[src/rtl/udma_mram_pkg.sv]
// rtl/udma_mram_pkg.sv - shared constants, command layout and FSM states for the uDMA MRAM responders
package udma_mram_pkg;

  localparam logic [2:0] MRAM_OP_READ = 3'b001;

  localparam logic [1:0] RX_ERR_OK     = 2'b00;
  localparam logic [1:0] RX_ERR_ZERO   = 2'b01;
  localparam logic [1:0] RX_ERR_RANGE  = 2'b10;
  localparam logic [1:0] RX_ERR_OPCODE = 2'b11;

  // Command word is {addr, size_bytes, flags}; flags sit in the low bits.
  localparam int CMD_FLAGS_W  = 11;
  localparam int CMD_OP_LSB   = 0;
  localparam int CMD_OP_W     = 3;
  localparam int CMD_ECC_BIT  = 3;
  localparam int CMD_RSVD_LSB = 4;
  localparam int CMD_SIZE_LSB = CMD_FLAGS_W;

  typedef enum logic [1:0] {
    RX_IDLE  = 2'd0,
    RX_CHECK = 2'd1,
    RX_READ  = 2'd2,
    RX_DRAIN = 2'd3
  } rx_state_e;

endpackage

[src/rtl/udma_mram_rx_obuf.sv]
// rtl/udma_mram_rx_obuf.sv - synchronous output FIFO holding MRAM read words until the RX data FIFO accepts them
module udma_mram_rx_obuf
  import udma_mram_pkg::*;
#(
  parameter  int DEPTH = 4,
  parameter  int WIDTH = 64,
  localparam int CW    = $clog2(DEPTH + 1),
  localparam int PW    = (DEPTH > 1) ? $clog2(DEPTH) : 1
) (
  input  logic             clk_i,
  input  logic             rst_i,
  input  logic             push_i,
  input  logic [WIDTH-1:0] data_i,
  input  logic             pop_i,
  output logic [WIDTH-1:0] data_o,
  output logic [CW-1:0]    count_o
);

  logic [WIDTH-1:0] mem_q [DEPTH];
  logic [PW-1:0]    wr_ptr_q;
  logic [PW-1:0]    rd_ptr_q;
  logic [CW-1:0]    count_q;
  logic             pop_ok;

  function automatic logic [PW-1:0] ptr_inc(input logic [PW-1:0] p);
    return (p == PW'(DEPTH - 1)) ? '0 : p + 1'b1;
  endfunction

  // Callers reserve space before pushing, so push needs no full guard.
  assign pop_ok  = pop_i && (count_q != '0);
  assign data_o  = mem_q[rd_ptr_q];
  assign count_o = count_q;

  always_ff @(posedge clk_i) begin
    if (rst_i) begin
      wr_ptr_q <= '0;
      rd_ptr_q <= '0;
      count_q  <= '0;
    end else begin
      if (push_i) wr_ptr_q <= ptr_inc(wr_ptr_q);
      if (pop_ok) rd_ptr_q <= ptr_inc(rd_ptr_q);
      case ({push_i, pop_ok})
        2'b10:   count_q <= count_q + 1'b1;
        2'b01:   count_q <= count_q - 1'b1;
        default: count_q <= count_q;
      endcase
    end
  end

  always_ff @(posedge clk_i) begin
    if (push_i) mem_q[wr_ptr_q] <= data_i;
  end

endmodule

[src/rtl/udma_mram_rx_responder.sv]
// rtl/udma_mram_rx_responder.sv - MRAM-side RX responder: validates a read command, streams MRAM words into the RX data FIFO
module udma_mram_rx_responder
  import udma_mram_pkg::*;
#(
  parameter int MRAM_ADDR_WIDTH = 16,
  parameter int TRANS_SIZE      = 16,
  parameter int RX_CMD_WIDTH    = MRAM_ADDR_WIDTH + TRANS_SIZE + 11,
  parameter int RX_DATA_WIDTH   = 64,
  parameter int READ_LATENCY    = 2,
  parameter int OUT_DEPTH       = 4
) (
  input  logic                       mram_clk_i,
  input  logic                       rst_i,
  input  logic                       cmd_valid_i,
  output logic                       cmd_ready_o,
  input  logic [RX_CMD_WIDTH-1:0]    cmd_i,
  output logic                       data_valid_o,
  input  logic                       data_ready_i,
  output logic [RX_DATA_WIDTH-1:0]   data_o,
  output logic                       mram_ceb_o,
  output logic [MRAM_ADDR_WIDTH-1:0] mram_addr_o,
  output logic                       mram_eccbyps_o,
  input  logic [RX_DATA_WIDTH-1:0]   mram_rdata_i,
  output logic                       rx_busy_o,
  output logic [1:0]                 rx_error_o,
  output logic                       rx_done_o
);

  localparam int CW = $clog2(OUT_DEPTH + 1);
  localparam int SW = ((MRAM_ADDR_WIDTH + 1 > TRANS_SIZE) ? MRAM_ADDR_WIDTH + 1 : TRANS_SIZE) + 1;
  localparam int ADDR_LSB = CMD_SIZE_LSB + TRANS_SIZE;

  rx_state_e                  state_q;
  logic [MRAM_ADDR_WIDTH-1:0] addr_q;
  logic [TRANS_SIZE-1:0]      size_q;
  logic [TRANS_SIZE-1:0]      remain_q;
  logic [CMD_OP_W-1:0]        op_q;
  logic [READ_LATENCY-1:0]    vld_q;
  logic [READ_LATENCY-1:0]    vld_d;
  logic                       ready_q;
  logic                       busy_q;
  logic [1:0]                 err_q;
  logic                       done_q;
  logic                       ecc_q;

  logic [CW-1:0]              buf_count;
  logic [7:0]                 inflight;
  logic                       issue;
  logic                       capture;
  logic                       pop;
  logic [TRANS_SIZE-1:0]      words;
  logic [SW-1:0]              end_sum;
  logic                       range_err;
  logic                       unused_rsvd;

  assign unused_rsvd = ^cmd_i[CMD_FLAGS_W-1:CMD_RSVD_LSB];

  always_comb begin
    inflight = '0;
    for (int i = 0; i < READ_LATENCY; i++) inflight = inflight + 8'(vld_q[i]);
  end

  // A slot is reserved per outstanding read, so the buffer can never overflow.
  assign issue   = (state_q == RX_READ) && ((8'(buf_count) + inflight) < 8'(OUT_DEPTH));
  assign capture = vld_q[READ_LATENCY-1];
  assign pop     = data_valid_o && data_ready_i;

  always_comb begin
    vld_d    = '0;
    vld_d[0] = issue;
    for (int i = 1; i < READ_LATENCY; i++) vld_d[i] = vld_q[i-1];
  end

  assign words     = TRANS_SIZE'(1) + ((size_q - TRANS_SIZE'(1)) >> 3);
  assign end_sum   = SW'(addr_q) + SW'(words);
  assign range_err = end_sum > (SW'(1) << MRAM_ADDR_WIDTH);

  always_ff @(posedge mram_clk_i) begin
    if (rst_i) begin
      state_q  <= RX_IDLE;
      addr_q   <= '0;
      size_q   <= '0;
      remain_q <= '0;
      op_q     <= '0;
      vld_q    <= '0;
      ready_q  <= 1'b0;
      busy_q   <= 1'b0;
      err_q    <= RX_ERR_OK;
      done_q   <= 1'b0;
      ecc_q    <= 1'b0;
    end else begin
      vld_q  <= vld_d;
      done_q <= 1'b0;
      case (state_q)
        RX_IDLE: begin
          ready_q <= 1'b1;
          if (ready_q && cmd_valid_i) begin
            addr_q  <= cmd_i[ADDR_LSB +: MRAM_ADDR_WIDTH];
            size_q  <= cmd_i[CMD_SIZE_LSB +: TRANS_SIZE];
            op_q    <= cmd_i[CMD_OP_LSB +: CMD_OP_W];
            ecc_q   <= cmd_i[CMD_ECC_BIT];
            err_q   <= RX_ERR_OK;
            ready_q <= 1'b0;
            busy_q  <= 1'b1;
            state_q <= RX_CHECK;
          end
        end
        RX_CHECK: begin
          remain_q <= words;
          if (op_q != MRAM_OP_READ || size_q == '0 || range_err) begin
            if (op_q != MRAM_OP_READ) err_q <= RX_ERR_OPCODE;
            else if (size_q == '0)    err_q <= RX_ERR_ZERO;
            else                      err_q <= RX_ERR_RANGE;
            done_q  <= 1'b1;
            busy_q  <= 1'b0;
            ready_q <= 1'b1;
            state_q <= RX_IDLE;
          end else begin
            state_q <= RX_READ;
          end
        end
        RX_READ: begin
          if (issue) begin
            addr_q   <= addr_q + 1'b1;
            remain_q <= remain_q - 1'b1;
            if (remain_q == TRANS_SIZE'(1)) state_q <= RX_DRAIN;
          end
        end
        RX_DRAIN: begin
          if (inflight == '0 && buf_count == '0) begin
            done_q  <= 1'b1;
            busy_q  <= 1'b0;
            ready_q <= 1'b1;
            state_q <= RX_IDLE;
          end
        end
        default: state_q <= RX_IDLE;
      endcase
    end
  end

  udma_mram_rx_obuf #(
    .DEPTH (OUT_DEPTH),
    .WIDTH (RX_DATA_WIDTH)
  ) u_obuf (
    .clk_i   (mram_clk_i),
    .rst_i   (rst_i),
    .push_i  (capture),
    .data_i  (mram_rdata_i),
    .pop_i   (pop),
    .data_o  (data_o),
    .count_o (buf_count)
  );

  assign data_valid_o   = (buf_count != '0);
  assign cmd_ready_o    = ready_q;
  assign mram_ceb_o     = ~issue;
  assign mram_addr_o    = addr_q;
  assign mram_eccbyps_o = ecc_q;
  assign rx_busy_o      = busy_q;
  assign rx_error_o     = err_q;
  assign rx_done_o      = done_q;

endmodule

[config.mk]
export PLATFORM = sky130hd
export DESIGN_NAME = udma_mram_rx_responder
export DESIGN_NICKNAME = d
export VERILOG_FILES = /design/src/rtl/udma_mram_pkg.sv /design/src/rtl/udma_mram_rx_obuf.sv /design/src/rtl/udma_mram_rx_responder.sv
export SDC_FILE = /design/constraint.sdc
export NUM_CORES = 1
export LEC_CHECK = 0
export CAP_MARGIN = 15
export CELL_PAD_IN_SITES_DETAIL_PLACEMENT = 0
export CELL_PAD_IN_SITES_GLOBAL_PLACEMENT = 1
export CORE_MARGIN = 10
export CORE_UTILIZATION = 47
export CTS_BUF_LIST = sky130_fd_sc_hd__clkbuf_8
export CTS_CLUSTER_DIAMETER = 60
export DETAILED_ROUTE_END_ITERATION = 16
export PLACE_DENSITY = 0.84
export SYNTH_ARGS = -nofsm -noshare
export SYNTH_HDL_FRONTEND = slang
export SYNTH_HIERARCHICAL = 1
export SYNTH_SLANG_ARGS = --single-unit
[constraint.sdc]
create_clock -name mram_clk_i -period 5.55 [get_ports mram_clk_i]
set_input_delay 1.3875 -clock mram_clk_i [delete_from_list [all_inputs] [get_ports mram_clk_i]]
set_output_delay 1.3875 -clock mram_clk_i [all_outputs]
set_load 0.03 [all_outputs]
Yosys cells after proc, flatten, opt, wreduce, memory -nomap -nowiden
Memories as Yosys holds them, arrays and structs flattened. A register that Yosys moved wholly into a read port is not among the register bits.
Index checks and enable logic that the tools add are counted.

cells by class
  add/subtract/negate cells = 11
  reduce and logical (&&, ||, !) cells = 24
  mux-type cells = 34
  eq/ne operators = 14
  bitwise logic cells = 1
  $lt $le $gt $ge = 2

operators by type and width
  kind                     count
  $pmux W16 S2             2
  $mux W16                 3
  $sub A16 B1 Y16 const B  2
  $mux W2                  13
  $add A16 B14 Y17         1
  $gt A17 B17 Y1 const B   1
  $add A16 B1 Y16 const B  1
  $eq A16 B1 Y1 const B    1
  $logic_not A16 Y1        1
  $add A1 B13 Y14 const A  1
  $eq A2 B2 Y1 const B     5
  $mux W1                  10
  $reduce_and A3 Y1        3
  $logic_not A8 Y1         1
  $ne A2 B2 Y1 const B     4
  $pmux W2 S4              1
  $reduce_and A4 Y1        2
  $reduce_bool A2 Y1       4
  $pmux W1 S3              2
  $pmux W3 S2              1
  $reduce_bool A3 Y1       2
  $logic_and A1 B1 Y1      5
  $add A2 B1 Y2 const B    2
  $add A3 B2 Y4            1
  other kinds (14)         17

storage, ports and cells
  bits in registers = 68
  memories kept = 1
  bits in writable memories = 256
  output and inout port bits = 88

memories
  name          depth  width  read ports  clocked after memory_dff  write ports  RTL line                 RTL
  u_obuf.mem_q  4      64     1           1                         1            udma_mram_rx_obuf.sv:19  logic [WIDTH-1:0] mem_q [DEPTH];

Longest topological paths before layout
  word-level depth = 7
  mapped depth = 17

Hierarchy
Netlist, hierarchy kept.

modules (own cells, without submodules)
  module                  cells each  area an instance (um^2)  instances
  udma_mram_rx_obuf       381         9753.1                   1
  udma_mram_rx_responder  582         4317.9                   1

Worst setup path after synthesis
OpenSTA, ideal clock, no wires.

  path type = flip-flop to flip-flop
  from = register size_q[0]
  to = register err_q[1], in the netlist rx_error_o[1]
  setup slack = 1.319 ns
  arrival = 4.110 ns
  clock period less this slack = 4.231 ns
  path buffers = 2
  cell stages (with the launch flop) = 18
  required time = 5.428 ns
  path through = dfxtp_1 > nor4_2 > xor2_1 > ha_1 > clkbuf_1 > a21boi_0 > a31oi_1 > xnor2_1 > ha_1 > buf_2 > a21o_1 > a21oi_2 > nor2b_4 > or4_1 > nor4b_1 > and4_1 > nor2_1 > o311a_1

between the ends
  word-level cells in the longest chain between the ends = 7
  elaborated cells between the ends (all ways) = 13

RTL lines
  item                         RTL line                       RTL
  from (decl)                  udma_mram_rx_responder.sv:35   logic [TRANS_SIZE-1:0] size_q;
  from (signal assigned)       udma_mram_rx_responder.sv:99   size_q <= cmd_i[CMD_SIZE_LSB +: TRANS_SIZE];
  $sub A16 B1 Y16              udma_mram_rx_responder.sv:74   assign words = TRANS_SIZE'(1) + ((size_q - TRANS_SIZE'(1)) >> 3);
  $add A1 B13 Y14              udma_mram_rx_responder.sv:74
  $add A16 B14 Y17             udma_mram_rx_responder.sv:75   assign end_sum = SW'(addr_q) + SW'(words);
  $gt A17 B17 Y1               udma_mram_rx_responder.sv:76   assign range_err = end_sum > (SW'(1) << MRAM_ADDR_WIDTH);
  $logic_or A1 B1 Y1           udma_mram_rx_responder.sv:110  if (op_q != MRAM_OP_READ || size_q == '0 || range_err) begin
  $ne A2 B2 Y1 (no line)       -
  $reduce_and A3 Y1 (no line)  -
  to (signal assigned)         udma_mram_rx_responder.sv:111  if (op_q != MRAM_OP_READ) err_q <= RX_ERR_OPCODE;
  to (signal assigned)         udma_mram_rx_responder.sv:112  else if (size_q == '0) err_q <= RX_ERR_ZERO;
  to (signal assigned)         udma_mram_rx_responder.sv:113  else err_q <= RX_ERR_RANGE;
  to (decl)                    udma_mram_rx_responder.sv:42   logic [1:0] err_q;

Several ways; a longest one is shown, not always the timed one. The select of a mux whose other input is x is not followed.
A chain may end at the register's enable or synchronous reset.

Worst setup path in the final report
Ends and elaborated chain as after synthesis.

==> metrics.csv <==
stage;metric;value;unit
critical_path;crit_chain;nor3_1 > xor2_1 > ha_1 > a21boi_0 > a31oi_1 > xnor2_1 > ha_1 > a21o_1 > a21oi_2 > nor2b_4 > or4_1 > nor4b_1 > and4_1 > nor2_1 > o311a_1;
logic_synthesis;synth_cell_type_count;77;
placement;dp_slack;0.5108;ns
logic_synthesis;syn_inst;963;
critical_path;max_stage_delay;0.50;ns
sta;finalCriticalPeriod;5.022;ns
critical_path;endpoint_kind;flop;
logic_synthesis;syn_nets;1107;
cts;htree_levels;2;
power;peakVddDrop;0.2334;mV
global_routing;grt_usage;16.51;%
floorplanning;rows;63;
logic_synthesis;synth-adder-area-share;3.041;%
power;total_power;6.447;mW
logic_synthesis;async_reset_ff_share;0;%
critical_path;critPathLaunch;size_q[0]$_SDFFE_PP0P_;
sta;setup_slack;0.5277;ns
sta;setup_violations;0;
logic_synthesis;muxShareOfSynthArea;11.02;%
detailed_routing;drt-pass1-iter-count;5;
critical_path;r2r_start;size_q[0]$_SDFFE_PP0P_;
critical_path;start_kind;flop;
detailed_routing;vias;8879;
sta;finalCritPeriodShare;90.49;%
logic_synthesis;synth_seq_cells;326;
cts;clkTransAtPathRegs;0.06;ns
run;drv_cap;0;
global_routing;grt_pass1_wl;48760;microns
min_path;min_path_type;flop to flop;
floorplanning;start_util;47.60;%
global_routing;antenna_found_initial;1;
placement;dp_hpwl;20830;microns
floorplanning;io_pins;199;
sta;fin_setup_tns;0;ns
logic_synthesis;synth_xor_area_share;1.307;%
power;p_per_area;374.8;nW/um^2
cts;cts_resized;0;
min_path;hold_end;op_q[1]$_SDFFE_PP0P_;
layout;fin_nets;1316;
layout;fin_area;17200;sq um
placement;placedCellCount;1509;
detailed_routing;first_iter_violations;580;
power;leakagePower;5.745;nW
detailed_routing;post-route-drc-count;0;
detailed_routing;ant_nets;0;
critical_path;critical_path_peak_fanout;10;
sta;fmax;199.1;MHz
floorplanning;die-height;193.0;microns
layout;syn_to_final_growth;22.24;%
layout;final_cells;1606;
min_path;min_path_cells;2;
cts;cts-root-buf;clkbuf_8;
critical_path;cp.arrival;5.47;ns
placement;placed_area;16270;sq um
layout;layout_common_cells;edfxtp_1, clkdlybuf4s50_1, nand2_1;
floorplanning;die_x;193.0;microns
sta;skew;0.02529;ns
cts;hold_buffers;0;
global_routing;grt_pass1_vias;8747;
detailed_routing;drt-total-wl;31380;microns
logic_synthesis;yosys.area_share.simple;8.536;%
logic_synthesis;avgSynthCellArea;14.61;sq um
logic_synthesis;synth-compound-area-share;8.625;%
detailed_routing;wl_per_cell;19.54;microns
status;status;finished, final reports clean;
critical_path;reg2reg_depth;15;
sta;worst_slew_pin_slew;1.076;ns
critical_path;crit_type;flop to flop;
layout;post-route-util;58.19;%
critical_path;critPathSlowestCell;or4_1;
global_routing;grt_max_degree;67;
cts;insertion_delay;0.58;ns
layout;drive_above_1_share;13.26;%
critical_path;reg2reg_to;rx_error_o[1]$_SDFFE_PP0P_;
detailed_routing;vias_per_cell;5.529;
cts;clockBufferDepth;3;
min_path;min_from;op_q[1]$_SDFFE_PP0P_;
cts;cts_buffers;51;
floorplanning;core_area;29560;sq um
sta;finalHoldViolations;0;
logic_synthesis;synth_top_family_by_area;multiplexers;
critical_path;crit_required;5.99;ns
critical_path;crit_top_cell;ha_1;
logic_synthesis;synth_warnings;6;
sta;hold_ws;0.4549;ns
logic_synthesis;yosysSeqAreaShare;64.59;%
global_routing;grt_overflow;0;
sta;grt_setup_unrepaired;no;
logic_synthesis;syn_area;14070;sq um
placement;io_buffers;191;
cts;cts_setup_buffers;0;
logic_synthesis;synth-edff-count;256;
sta;finalMaxSlewViolations;0;
critical_path;r2r_slack;0.53;ns
placement;gp_congestion;0.8589;
cts;cts_tree;yes;
logic_synthesis;synth_ff_type;edfxtp_1;
cts;cts_sinks;326;
sta;relSlewSlack;28.25;%
floorplanning;die_area;37260;sq um
layout;layout_commonest_cell;edfxtp_1;
[worst max-delay path by stage]
stage | to | slack (ns) | cells past startpoint
floorplan | rx_error_o[1]$_SDFFE_PP0P_ | 1.32 | 17
finish | rx_error_o[1]$_SDFFE_PP0P_ | 0.53 | 15
global route | cmd_ready_o$_SDFFE_PP0P_ | 0.05 | 15
detailed placement | cmd_ready_o$_SDFFE_PP0P_ | 0.51 | 15
CTS | cmd_ready_o$_SDFFE_PP0P_ | 0.46 | 15
global placement | cmd_ready_o$_SDFFE_PP0P_ | 0.62 | 15
[kinds of logic after synthesis]
kind of cell    count (synthesis)
buf+inv                        74
fa+ha+maj                      33
simple gates                  243
xor+xnor                       21
compound gates                193
mux                            73
flops                         326
[per-layer routing]
metal  vias to the layer above  share of wire [%]  GRT usage (%)
met4                         0                1.6          4.231
met3                        45                7.2          3.561
li1                       4212                  -              -
met2                       284                 47          25.72
met5                         -                  0              0
met1                      4338                 45          23.20
[Yosys cell counts (9+ instances only)]
cell type	count	area [sq um]
a211oi_1	19	142.6
a21oi_1	64	320.3
clkbuf_1	23	86.33
dfxtp_1	70	1401
edfxtp_1	256	7687
ha_1	31	387.9
inv_1	26	97.59
mux4_2	60	1351
nand2_1	82	307.8
nand3_1	27	135.1
nor2_1	47	176.4
nor3_1	17	85.08
nor4_1	9	56.30
o21ai_0	42	210.2
xnor2_1	12	105.1
xor2_1	9	78.83
[critical path: cells and delay by family (launching register included)]
family	cells	cell delay (ns)
and+or+nand+nor	6	1.81
AOI/OAI and AO/OA	5	1.34
adders and majority gates	2	0.77
xor gates and xnor gates	2	0.65
DFF	1	0.33
[flip-flops by register name (all words and copies together), names as in the netlist, named ones only]
register / flops
u_obuf/rd_ptr_q: 2
u_obuf/mem_q: 256
size_q: 16
vld_q: 2
op_q: 3
u_obuf/wr_ptr_q: 2
rx_error_o: 2
state_q: 1
cmd_ready_o: 1
remain_q: 16
u_obuf/count_o: 3
mram_eccbyps_o: 1
mram_addr_o: 16
rx_busy_o: 1
rx_done_o: 1
[power breakdown]
part	switching (mW)	total (mW)	internal (mW)
Combinational	1.03	1.76	0.732
Sequential	0.159	2.90	2.74
Clock	0.893	1.79	0.896
[area by class of cell]
class / count / area, sq um
fill: 2379 / 12360
sequential: 326 / 9094
multi-input combinational: 563 / 4582
timing repair buffer: 202 / 2002
clock buffer: 53 / 729.5
tap: 390 / 488.0
clock inverter: 42 / 195.2
inverter: 28 / 105.1
antenna: 2 / 5.005
Power figures use the tool's default switching activity.
